==> config.mk <==
export PLATFORM = sky130hd
export DESIGN_NAME = fft_bar_reader
export DESIGN_NICKNAME = d
export VERILOG_FILES = /design/src/rtl/fft_vis_pkg.sv /design/src/rtl/fft_bar_reader_bin_magnitude.sv /design/src/rtl/fft_bar_reader.sv
export SDC_FILE = /design/constraint.sdc
export NUM_CORES = 1
export LEC_CHECK = 0
export CORE_ASPECT_RATIO = 2
export CORE_MARGIN = 8
export CORE_UTILIZATION = 35
export CTS_CLUSTER_DIAMETER = 40
export DETAILED_ROUTE_END_ITERATION = 12
export GPL_TIMING_DRIVEN = 0
export PLACE_DENSITY = 0.58
export SLEW_MARGIN = 20
export SYNTH_ARGS = -nofsm -noshare
export SYNTH_HDL_FRONTEND = slang
export SYNTH_HIERARCHICAL = 1
export SYNTH_SLANG_ARGS = --single-unit
==> constraint.sdc <==
create_clock -name clk -period 12.6 [get_ports clk]
set_input_delay 2.52 -clock clk [delete_from_list [all_inputs] [get_ports clk]]
set_output_delay 2.52 -clock clk [all_outputs]
set_load 0.02 [all_outputs]
==> src/rtl/fft_vis_pkg.sv <==
// fft_vis_pkg: shared bin geometry, reader FSM states and signed-sample magnitude helper
package fft_vis_pkg;
    localparam int NUM_BINS = 16;
    localparam int BIN_W = 32;
    localparam int SAMPLE_W = 16;
    localparam int MAG_W = 17;
    typedef enum logic [1:0] {IDLE, SCAN, DRAIN, FLAG} reader_state_t;
    function automatic logic [MAG_W-1:0] abs_s16(input logic signed [SAMPLE_W-1:0] x);
        logic signed [MAG_W-1:0] e;
        e = MAG_W'(x);
        return x[SAMPLE_W-1] ? MAG_W'(-e) : MAG_W'(e);
    endfunction
endpackage

==> src/rtl/fft_bar_reader_bin_magnitude.sv <==
// bin_magnitude: |re|+|im| of one packed bin (bin[31:16] re, bin[15:0] im) -> 17-bit mag
module bin_magnitude
    import fft_vis_pkg::*;
(
    input  logic [BIN_W-1:0] bin,
    output logic [MAG_W-1:0] mag
);
    assign mag = abs_s16(bin[BIN_W-1:SAMPLE_W]) + abs_s16(bin[SAMPLE_W-1:0]);
endmodule

==> src/rtl/fft_bar_reader.sv <==
// fft_bar_reader: captures a 16-bin FFT frame on done, streams per-bin magnitudes (mag_*), peak-holds bar levels read via rd_addr/rd_level, flags frame_valid, counts skipped frames
module fft_bar_reader
    import fft_vis_pkg::*;
#(
    parameter int LEVEL_W = 8,
    parameter int SHIFT = 8,
    parameter int DECAY = 1
) (
    input  logic               clk,
    input  logic               rst_n,
    input  logic               en,
    input  logic               done,
    input  logic [BIN_W-1:0]   f0,
    input  logic [BIN_W-1:0]   f1,
    input  logic [BIN_W-1:0]   f2,
    input  logic [BIN_W-1:0]   f3,
    input  logic [BIN_W-1:0]   f4,
    input  logic [BIN_W-1:0]   f5,
    input  logic [BIN_W-1:0]   f6,
    input  logic [BIN_W-1:0]   f7,
    input  logic [BIN_W-1:0]   f8,
    input  logic [BIN_W-1:0]   f9,
    input  logic [BIN_W-1:0]   f10,
    input  logic [BIN_W-1:0]   f11,
    input  logic [BIN_W-1:0]   f12,
    input  logic [BIN_W-1:0]   f13,
    input  logic [BIN_W-1:0]   f14,
    input  logic [BIN_W-1:0]   f15,
    input  logic               clr_skip,
    input  logic [3:0]         rd_addr,
    output logic [LEVEL_W-1:0] rd_level,
    output logic               mag_valid,
    output logic [3:0]         mag_bin,
    output logic [MAG_W-1:0]   mag_data,
    output logic               busy,
    output logic               frame_valid,
    output logic [7:0]         skip_cnt
);
    localparam logic [MAG_W-1:0] LVL_MAX = MAG_W'((1 << LEVEL_W) - 1);
    reader_state_t state, state_n;
    logic [3:0] idx, idx_n;
    logic capture;
    logic [BIN_W-1:0] fin [NUM_BINS];
    logic [BIN_W-1:0] snap [NUM_BINS];
    logic [LEVEL_W-1:0] level [NUM_BINS];
    logic [MAG_W-1:0] mag, shifted;
    logic [LEVEL_W-1:0] cur, new_lvl, held;
    assign fin = '{f0, f1, f2, f3, f4, f5, f6, f7, f8, f9, f10, f11, f12, f13, f14, f15};
    bin_magnitude u_mag (.bin(snap[idx]), .mag(mag));
    assign busy = state != IDLE;
    assign frame_valid = state == FLAG;
    assign shifted = mag_data >> SHIFT;
    assign new_lvl = shifted > LVL_MAX ? LEVEL_W'(LVL_MAX) : LEVEL_W'(shifted);
    assign cur = level[mag_bin];
    assign held = cur >= LEVEL_W'(DECAY) ? cur - LEVEL_W'(DECAY) : '0;
    always_comb begin
        state_n = state;
        idx_n = idx;
        capture = 1'b0;
        case (state)
            IDLE: if (done && en) begin
                state_n = SCAN;
                idx_n = '0;
                capture = 1'b1;
            end
            SCAN: begin
                idx_n = idx + 4'd1;
                state_n = idx == 4'd15 ? DRAIN : SCAN;
            end
            DRAIN: state_n = FLAG;
            default: state_n = IDLE;
        endcase
    end
    always_ff @(posedge clk or negedge rst_n) begin
        if (!rst_n) begin
            state <= IDLE;
            idx <= '0;
            mag_valid <= 1'b0;
            mag_bin <= '0;
            mag_data <= '0;
            rd_level <= '0;
            skip_cnt <= '0;
            for (int i = 0; i < NUM_BINS; i++) begin
                snap[i] <= '0;
                level[i] <= '0;
            end
        end else begin
            state <= state_n;
            idx <= idx_n;
            if (capture) snap <= fin;
            mag_valid <= state == SCAN;
            if (state == SCAN) begin
                mag_bin <= idx;
                mag_data <= mag;
            end
            if (mag_valid) level[mag_bin] <= new_lvl > held ? new_lvl : held;
            rd_level <= level[rd_addr];
            if (clr_skip) skip_cnt <= '0;
            else if (done && !capture && skip_cnt != 8'hFF) skip_cnt <= skip_cnt + 8'd1;
        end
    end
endmodule

==> results of run 1 <==
==> metrics by stage <==
stage / instance area, sq um / hold slack [ns] / instances / total power (W) / utilization, %
after floorplan: 34000 / 0.440 / 3639 / 0.00956 / -
after global placement: 41100 / 0.452 / 5425 / 0.0123 / 42.4
after detailed placement: 41400 / 0.457 / 5433 / 0.0124 / 42.7
after CTS: 43900 / 0.473 / 5571 / 0.0148 / 45.4
after global routing: 44000 / 0.487 / 5572 / 0.0158 / 45.4
final: 44000 / 0.473 / 5578 / 0.0148 / 45.4
==> area by class of cell <==
cell class                      count  area (sq um)  area share (%)
Multi-Input combinational cell   2721         16000            36.3
Buffer                            215           878            2.00
Clock buffer                       90          2000            4.55
Clock inverter                     48           591            1.34
Tap cell                         1230          1540            3.50
Antenna cell                        6          15.0          0.0341
Sequential cell                   684         17100            38.9
Timing Repair Buffer              565          5790            13.2
Inverter                           19          71.3           0.162
==> routing by layer <==
layer	up-vias	share of wire [%]
li1	13408	-
met1	14558	43
met2	1396	44
met3	217	8.6
met4	24	4.0
met5	-	0.12
==> kinds of logic (layout without fill, tap and decap cells) <==
kind of cell | Yosys count | count (layout) | share of synthesized area (%)
xor gates and xnor gates | 41 | 41 | 1.06
DFF | 684 | 684 | 50.3
other | 0 | 6 | 0
muxes | 321 | 321 | 14.9
AOI/OAI and AO/OA | 357 | 357 | 7.05
adders and majority gates | 31 | 31 | 1.16
and+or+nand+nor | 1971 | 1971 | 22.8
buffers and inverters | 234 | 937 | 2.76
==> sequential cells by signal, indices dropped and copies added (netlist names) <==
name       flops
skip_cnt       8
mag_data      17
snap         512
mag_bin        4
mag_valid      1
level        128
rd_level       8
state          2
idx            4
==> worst register-to-register path: stages (launching register included) <==
cell and delay [ns]:
dfrtp_1 0.41, clkbuf_1 0.41, clkbuf_1 0.93, buf_1 0.65
buf_1 0.72, mux2i_1 0.37, a21oi_1 0.28, a22oi_1 0.28
nand2_1 0.26, nor4_4 0.42, nand2_1 0.12, o31ai_1 0.25
xnor2_1 0.22, ha_1 0.39, and3_2 0.26, o2111a_1 0.12
a311oi_1 0.49, or2_1 0.17, and4_1 0.19, nand2_1 0.05
nand2_1 0.07
==> synthesized netlist by cell type (5+ instances only) <==
library cell,number,area [sq um]
nand2_1,1802,6760
o21ai_1,21,105
o211ai_1,19,143
nand4_1,7,43.8
nor4_1,5,31.3
mux2_2,65,732
a31oi_1,5,31.3
nand2b_1,7,43.8
nand3_1,14,70.1
or2_2,13,81.3
and2_1,6,37.5
o21ai_0,98,490
and3_1,6,37.5
inv_1,18,67.6
nor2_1,63,236
ha_1,30,375
nor2b_1,8,50.1
mux2i_1,108,1080
dfrtp_1,684,17100
nor3_1,11,55.1
buf_2,9,45.0
xor2_1,11,96.3
a22oi_1,39,293
buf_1,41,154
o221ai_2,9,135
o21a_1,5,37.5
mux4_2,132,2970
a21o_1,9,67.6
a21oi_1,75,375
a221oi_1,32,280
xnor2_1,30,263
mux2_4,10,150
clkbuf_1,159,597
o31ai_1,9,67.6
==> cells in the final DEF (no fill, tap or decap), types with 36 or more instances in the layout <==
cell	count
a21oi_1	75
a22oi_1	39
buf_1	36
clkbuf_1	163
clkbuf_16	74
clkdlybuf4s50_1	555
dfrtp_1	684
mux2_2	65
mux2i_1	108
mux4_2	132
nand2_1	1802
nor2_1	63
o21ai_0	98
==> worst min path at each step <==
stage	start	end	slack [ns]	depth (start not counted)
detailed placement	snap[16]	snap[16]	0.46	2
floorplan	snap[11]	snap[11]	0.44	2
global route	snap[270]	snap[270]	0.49	2
global placement	snap[445]	snap[445]	0.45	2
CTS	snap[154]	snap[154]	0.47	2
finish	snap[407]	snap[407]	0.47	2
==> power by group through the flow <==
stage	logic, W	clock network (W)	registers (W)
final	0.00855	0.00234	0.00393
after global routing	0.00933	0.00247	0.00404
after CTS	0.00853	0.00238	0.00392
after detailed placement	0.00848	0	0.00395
after global placement	0.00838	0	0.00394
after floorplan	0.00582	0	0.00374
==> results.cfg, run 1 <==
[power_and_ir_drop]
power.share.switching_pct = 46.8
comb_power_share_pct = 57.7
share_seq_of_total_power_pct = 26.5
internal-power_w = 0.00789
power-per-cell-area_nw_per_um2 = 337
power_frac_clock_pct = 15.8
power.leakage_nw = 20.6
net-switching-power_w = 0.00694
ir_drop_uv = 291

[critical_path]
critical_path.max_stage_delay_ns = 0.92
r2r.worst_path.cells = 20
worst_r2r_dst = mag_data[13]
cp_cell_sequence = clkbuf_1, clkbuf_1, buf_1, buf_1, mux2i_1, a21oi_1, a22oi_1, nand2_1, nor4_4, nand2_1, o31ai_1, xnor2_1, ha_1, and3_2, o2111a_1, a311oi_1, or2_1, and4_1, nand2_1, nand2_1
critPathRequiredTime_ns = 13.22
crit_cells = 20
most_common_cell_on_crit_path = nand2_1
critical_path.endpoint_type = flip-flop
cp_top_family = buffers and inverters
cp.arrival_ns = 7.73
crit_type = flip-flop to flip-flop
worst_setup_path_start_kind = flip-flop
worst_setup_path_endpoint = mag_data[13]
crit_path_start = idx[0]
r2r-start = idx[0]
rrSetupSlack_ns = 5.48
cp_max_fo = 10
slowest_stage = clkbuf_1
critical_path_buf_inv_count = 4

[global_route]
globalRouteTotalUtil_pct = 26.1
grt_overflow_total = 0
grt-busiest-layer = met2
largest_net_degree_at_the_start_of_global_routing = 101
grt_util_met3_pct = 7.05
grt_first_pass_wirelength_mm = 210
grt_pass1_vias = 30745
gr-usage-met1_pct = 35.3
antenna_violations_before_repair = 19
use_met2_pct = 39.9

[placement]
post-dp-hpwl_mm = 113
io_buffer_count = 556
placement.setup.worst_slack_ns = 5.56
gp_congestion = 0.936

[layout]
layout.filler_cells = 9362
post_route_cells_drive_above_1_share_pct = 9.95
syn_to_final_growth_pct = 29.3
nets = 4832

[clock_tree]
tritoncts_clock_tree = done
clock-root-buffer = clkbuf_16
tritoncts.num_buffers = 74
cts.sinks = 684
cts_hold_buffers = 0
htree_num_levels = 3
clock_insertion_delay_worst_skew_ns = 0.67
clk_pin_slew_worst_paths_ns = 0.07
clockBufferDepth = 3
post_cts_resized = 0
post_cts.repair.setup_buffers = 0

[yosys]
synth_enable_flop_cells = 0
syn_avg_cell_area_sq_um = 9.35
yosys_warnings = 6
synth.ff_latch_count = 684
synthesis.instances = 3639
postSynth.asyncResetShare_pct = 100
fraction_of_the_yosys_area_taken_by_sequential_cells_pct = 50.3
netlist_area_sq_um = 34000
synthesis.nets = 4191
synth_flop_cell = dfrtp_1
synth_cell_type_count = 79

[flow_run]
drv.max_cap_violation_count = 0

[min_path]
hold_path_class = flip-flop to flip-flop

[sta]
max_clock_freq_ghz = 0.141
rsz_0062_raised_after_global_routing = no
clock-skew-final_ns = 0.0230
timing.final.crit_period_ns = 7.12
hold_violations = 0
period_share_pct = 56.5
fin_ws_ns = 5.48
finalMaxSlewViolations = 0
worst_slew_margin_rel_pct = 21.3
report.final.setup_viol = 0
worst-slew-pin-transition_ns = 1.18
fin_tns_setup_ns = 0

[die]
initial_core_util_pct = 35.1
coreArea_sq_um = 96900
die_y_extent_um = 457
ios = 561
die_width_um = 236
rows = 162
full_die_area_sq_um = 108000

[status]
outcome = finished clean

[drt]
remaining_antenna_violation_count = 0
drc = 0
first_pass_iters = 5
postRouteWirelength_mm = 143
via_count = 29603
route.detailed.wl_per_inst_um = 25.6
post_drt_via_cell_ratio = 5.31
detail_route.iter0.violations = 2603
(Power assumes the default switching activity.)
==> run 2, diff against run 1 <==
==> constraint.sdc (replaced) <==
create_clock -name clk -period 6.94 [get_ports clk]
set_input_delay 1.388 -clock clk [delete_from_list [all_inputs] [get_ports clk]]
set_output_delay 1.388 -clock clk [all_outputs]
set_load 0.02 [all_outputs]
==> run 2 against run 1 <==
  * Combinational power grew 81%
  * Design area is essentially flat
  * Final cell count is the same
  * Maximum frequency grew 8.5%
  * Non-clock buffer count is the same
  * First-iteration DRC count shrank 0.54%
  * Critical path depth is the same
  * Sequential cell count is the same
  * Worst setup slack lost 5.1 ns
  * Sequential power grew 82%
==> results.cfg, run 2 (synthesis results as in run 1) <==
[status]
outcome = finished clean

[critical_path]
rrSetupSlack_ns = 0.38
cp_max_fo = 10
critical_path.endpoint_type = flip-flop
slowest_stage = buf_1
crit_type = flip-flop to flip-flop
critical_path.max_stage_delay_ns = 0.79
most_common_cell_on_crit_path = nand2_1
cp_top_family = buffers and inverters
critical_path_buf_inv_count = 5
cp_cell_sequence = clkbuf_1, clkbuf_2, buf_1, buf_1, mux2i_1, a21oi_1, a22oi_1, nand2_1, inv_1, ha_1, a31oi_1, xor2_1, ha_1, and3_2, o2111a_1, a311oi_1, or2_1, and4_1, nand2_1, nand2_1
worst_r2r_dst = mag_data[13]
critPathRequiredTime_ns = 7.56
worst_setup_path_start_kind = flip-flop
cp.arrival_ns = 7.17
r2r-start = idx[0]
r2r.worst_path.cells = 20

[sta]
max_clock_freq_ghz = 0.152
hold-worst-slack_ns = 0.472
report.final.setup_viol = 0
finalMaxSlewViolations = 0
clock-skew-final_ns = 0.0225
rsz_0062_raised_after_global_routing = no
period_share_pct = 94.5
timing.final.crit_period_ns = 6.56
worst_slew_margin_rel_pct = 22.1
hold_violations = 0
worst-slew-pin-transition_ns = 1.17

[layout]
nets = 4832
regs_by_ff_count = snap (512), level (128), mag_data (17)
layout_common_cells = 1,802 x nand2_1, 684 x dfrtp_1, 555 x clkdlybuf4s50_1
post_route_cells_drive_above_1_share_pct = 10.0
syn_to_final_growth_pct = 29.3
final_common_cell = nand2_1
largest_register_ffs = 512
finalCoreUtilization_pct = 45.4
largest_register_by_flop_count = snap
layout.filler_cells = 9361

[min_path]
whs_path_depth = 2
min-delay-start = snap[407]
hold_path_class = flip-flop to flip-flop
holdPathEnd = snap[407]

[drt]
detail_route.iter0.violations = 2589
post_drt_via_cell_ratio = 5.31
first_pass_iters = 6
remaining_antenna_violation_count = 0
postRouteWirelength_mm = 143
drc = 0
route.detailed.wl_per_inst_um = 25.6
via_count = 29614

[clock_tree]
post_cts_resized = 1
post_cts.repair.setup_buffers = 0
cts_hold_buffers = 0
cts.sinks = 684
tritoncts_clock_tree = done
htree_num_levels = 3
clockBufferDepth = 3
clk_pin_slew_worst_paths_ns = 0.07
clock-root-buffer = clkbuf_16
tritoncts.num_buffers = 74
clock_insertion_delay_worst_skew_ns = 0.67

[die]
rows = 162
ios = 561
initial_core_util_pct = 35.1
full_die_area_sq_um = 108000
die_width_um = 236
coreArea_sq_um = 96900
die_y_extent_um = 457

[placement]
io_buffer_count = 556
post-dp-hpwl_mm = 113
gp_congestion = 0.936

[power_and_ir_drop]
power.leakage_nw = 20.6
power-per-cell-area_nw_per_um2 = 612
ir_drop_uv = 529

[global_route]
grt_overflow_total = 0
antenna_violations_before_repair = 19
grt_pass1_vias = 30745
globalRouteTotalUtil_pct = 26.1
grt_first_pass_wirelength_mm = 210
largest_net_degree_at_the_start_of_global_routing = 101

[flow_run]
drv.max_cap_violation_count = 0
==> run 2: metrics by stage <==
| stage | setup TNS, ns | worst slack, ns | area [sq um] | power (W) | std cells |
|---|---|---|---|---|---|
| 2_1_floorplan | 0 | 2.01 | 34000 | 0.0174 | 3639 |
| 3_3_place_gp | - | -26.75 | 41100 | 0.0224 | 5425 |
| 3_5_place_dp | -0.123 | -0.102 | 41400 | 0.0226 | 5433 |
| 4_1_cts | 0 | 0.257 | 43900 | 0.0269 | 5571 |
| 5_1_grt | 0 | 0.0473 | 44000 | 0.0288 | 5572 |
| 6_report | 0 | 0.382 | 44000 | 0.0269 | 5578 |
==> run 2: report_power, final <==
group          internal, W  switching (W)
Sequential         0.00593        0.00120
Clock              0.00239        0.00187
Combinational      0.00600        0.00953
Total               0.0143         0.0126
==> run 2: layout make-up <==
| class | count | area [sq um] | share of cell area, % |
|---|---|---|---|
| Sequential cell | 684 | 17100 | 38.9 |
| Multi-Input combinational cell | 2721 | 16000 | 36.3 |
| Timing Repair Buffer | 565 | 5790 | 13.2 |
| Clock buffer | 90 | 2000 | 4.55 |
| Tap cell | 1230 | 1540 | 3.50 |
| Buffer | 215 | 881 | 2.00 |
| Clock inverter | 48 | 591 | 1.34 |
| Inverter | 19 | 71.3 | 0.162 |
| Antenna cell | 6 | 15.0 | 0.0341 |
==> run 2: worst max-delay path by stage <==
stage	depth (start not counted)	start	end	slack (ns)
CTS	20	idx[0]	mag_data[13]	0.26
global route	22	idx[0]	mag_data[15]	0.05
floorplan	19	mag_bin[0]	level[23]	2.01
global placement	1	rst_n	level[66]	-26.75
finish	20	idx[0]	mag_data[13]	0.38
detailed placement	20	idx[0]	mag_data[13]	-0.10
==> run 2: routing by layer <==
layer  up-vias  track usage (%)  routed length, um
li1      13402                -                  -
met1     14567             35.3              62300
met2      1394             39.9              62700
met3       227             7.05              12200
met4        24             9.82               5700
met5         -                0                166
==> run 2: worst register-to-register path, delay by kind of cell, from the launching register on <==
family	cells	cell delay, ns
compound gates	5	1.55
buf+inv	5	2.53
simple gates	6	0.96
flops	1	0.41
fa+ha+maj	2	0.62
mux	1	0.18
xor+xnor	1	0.27
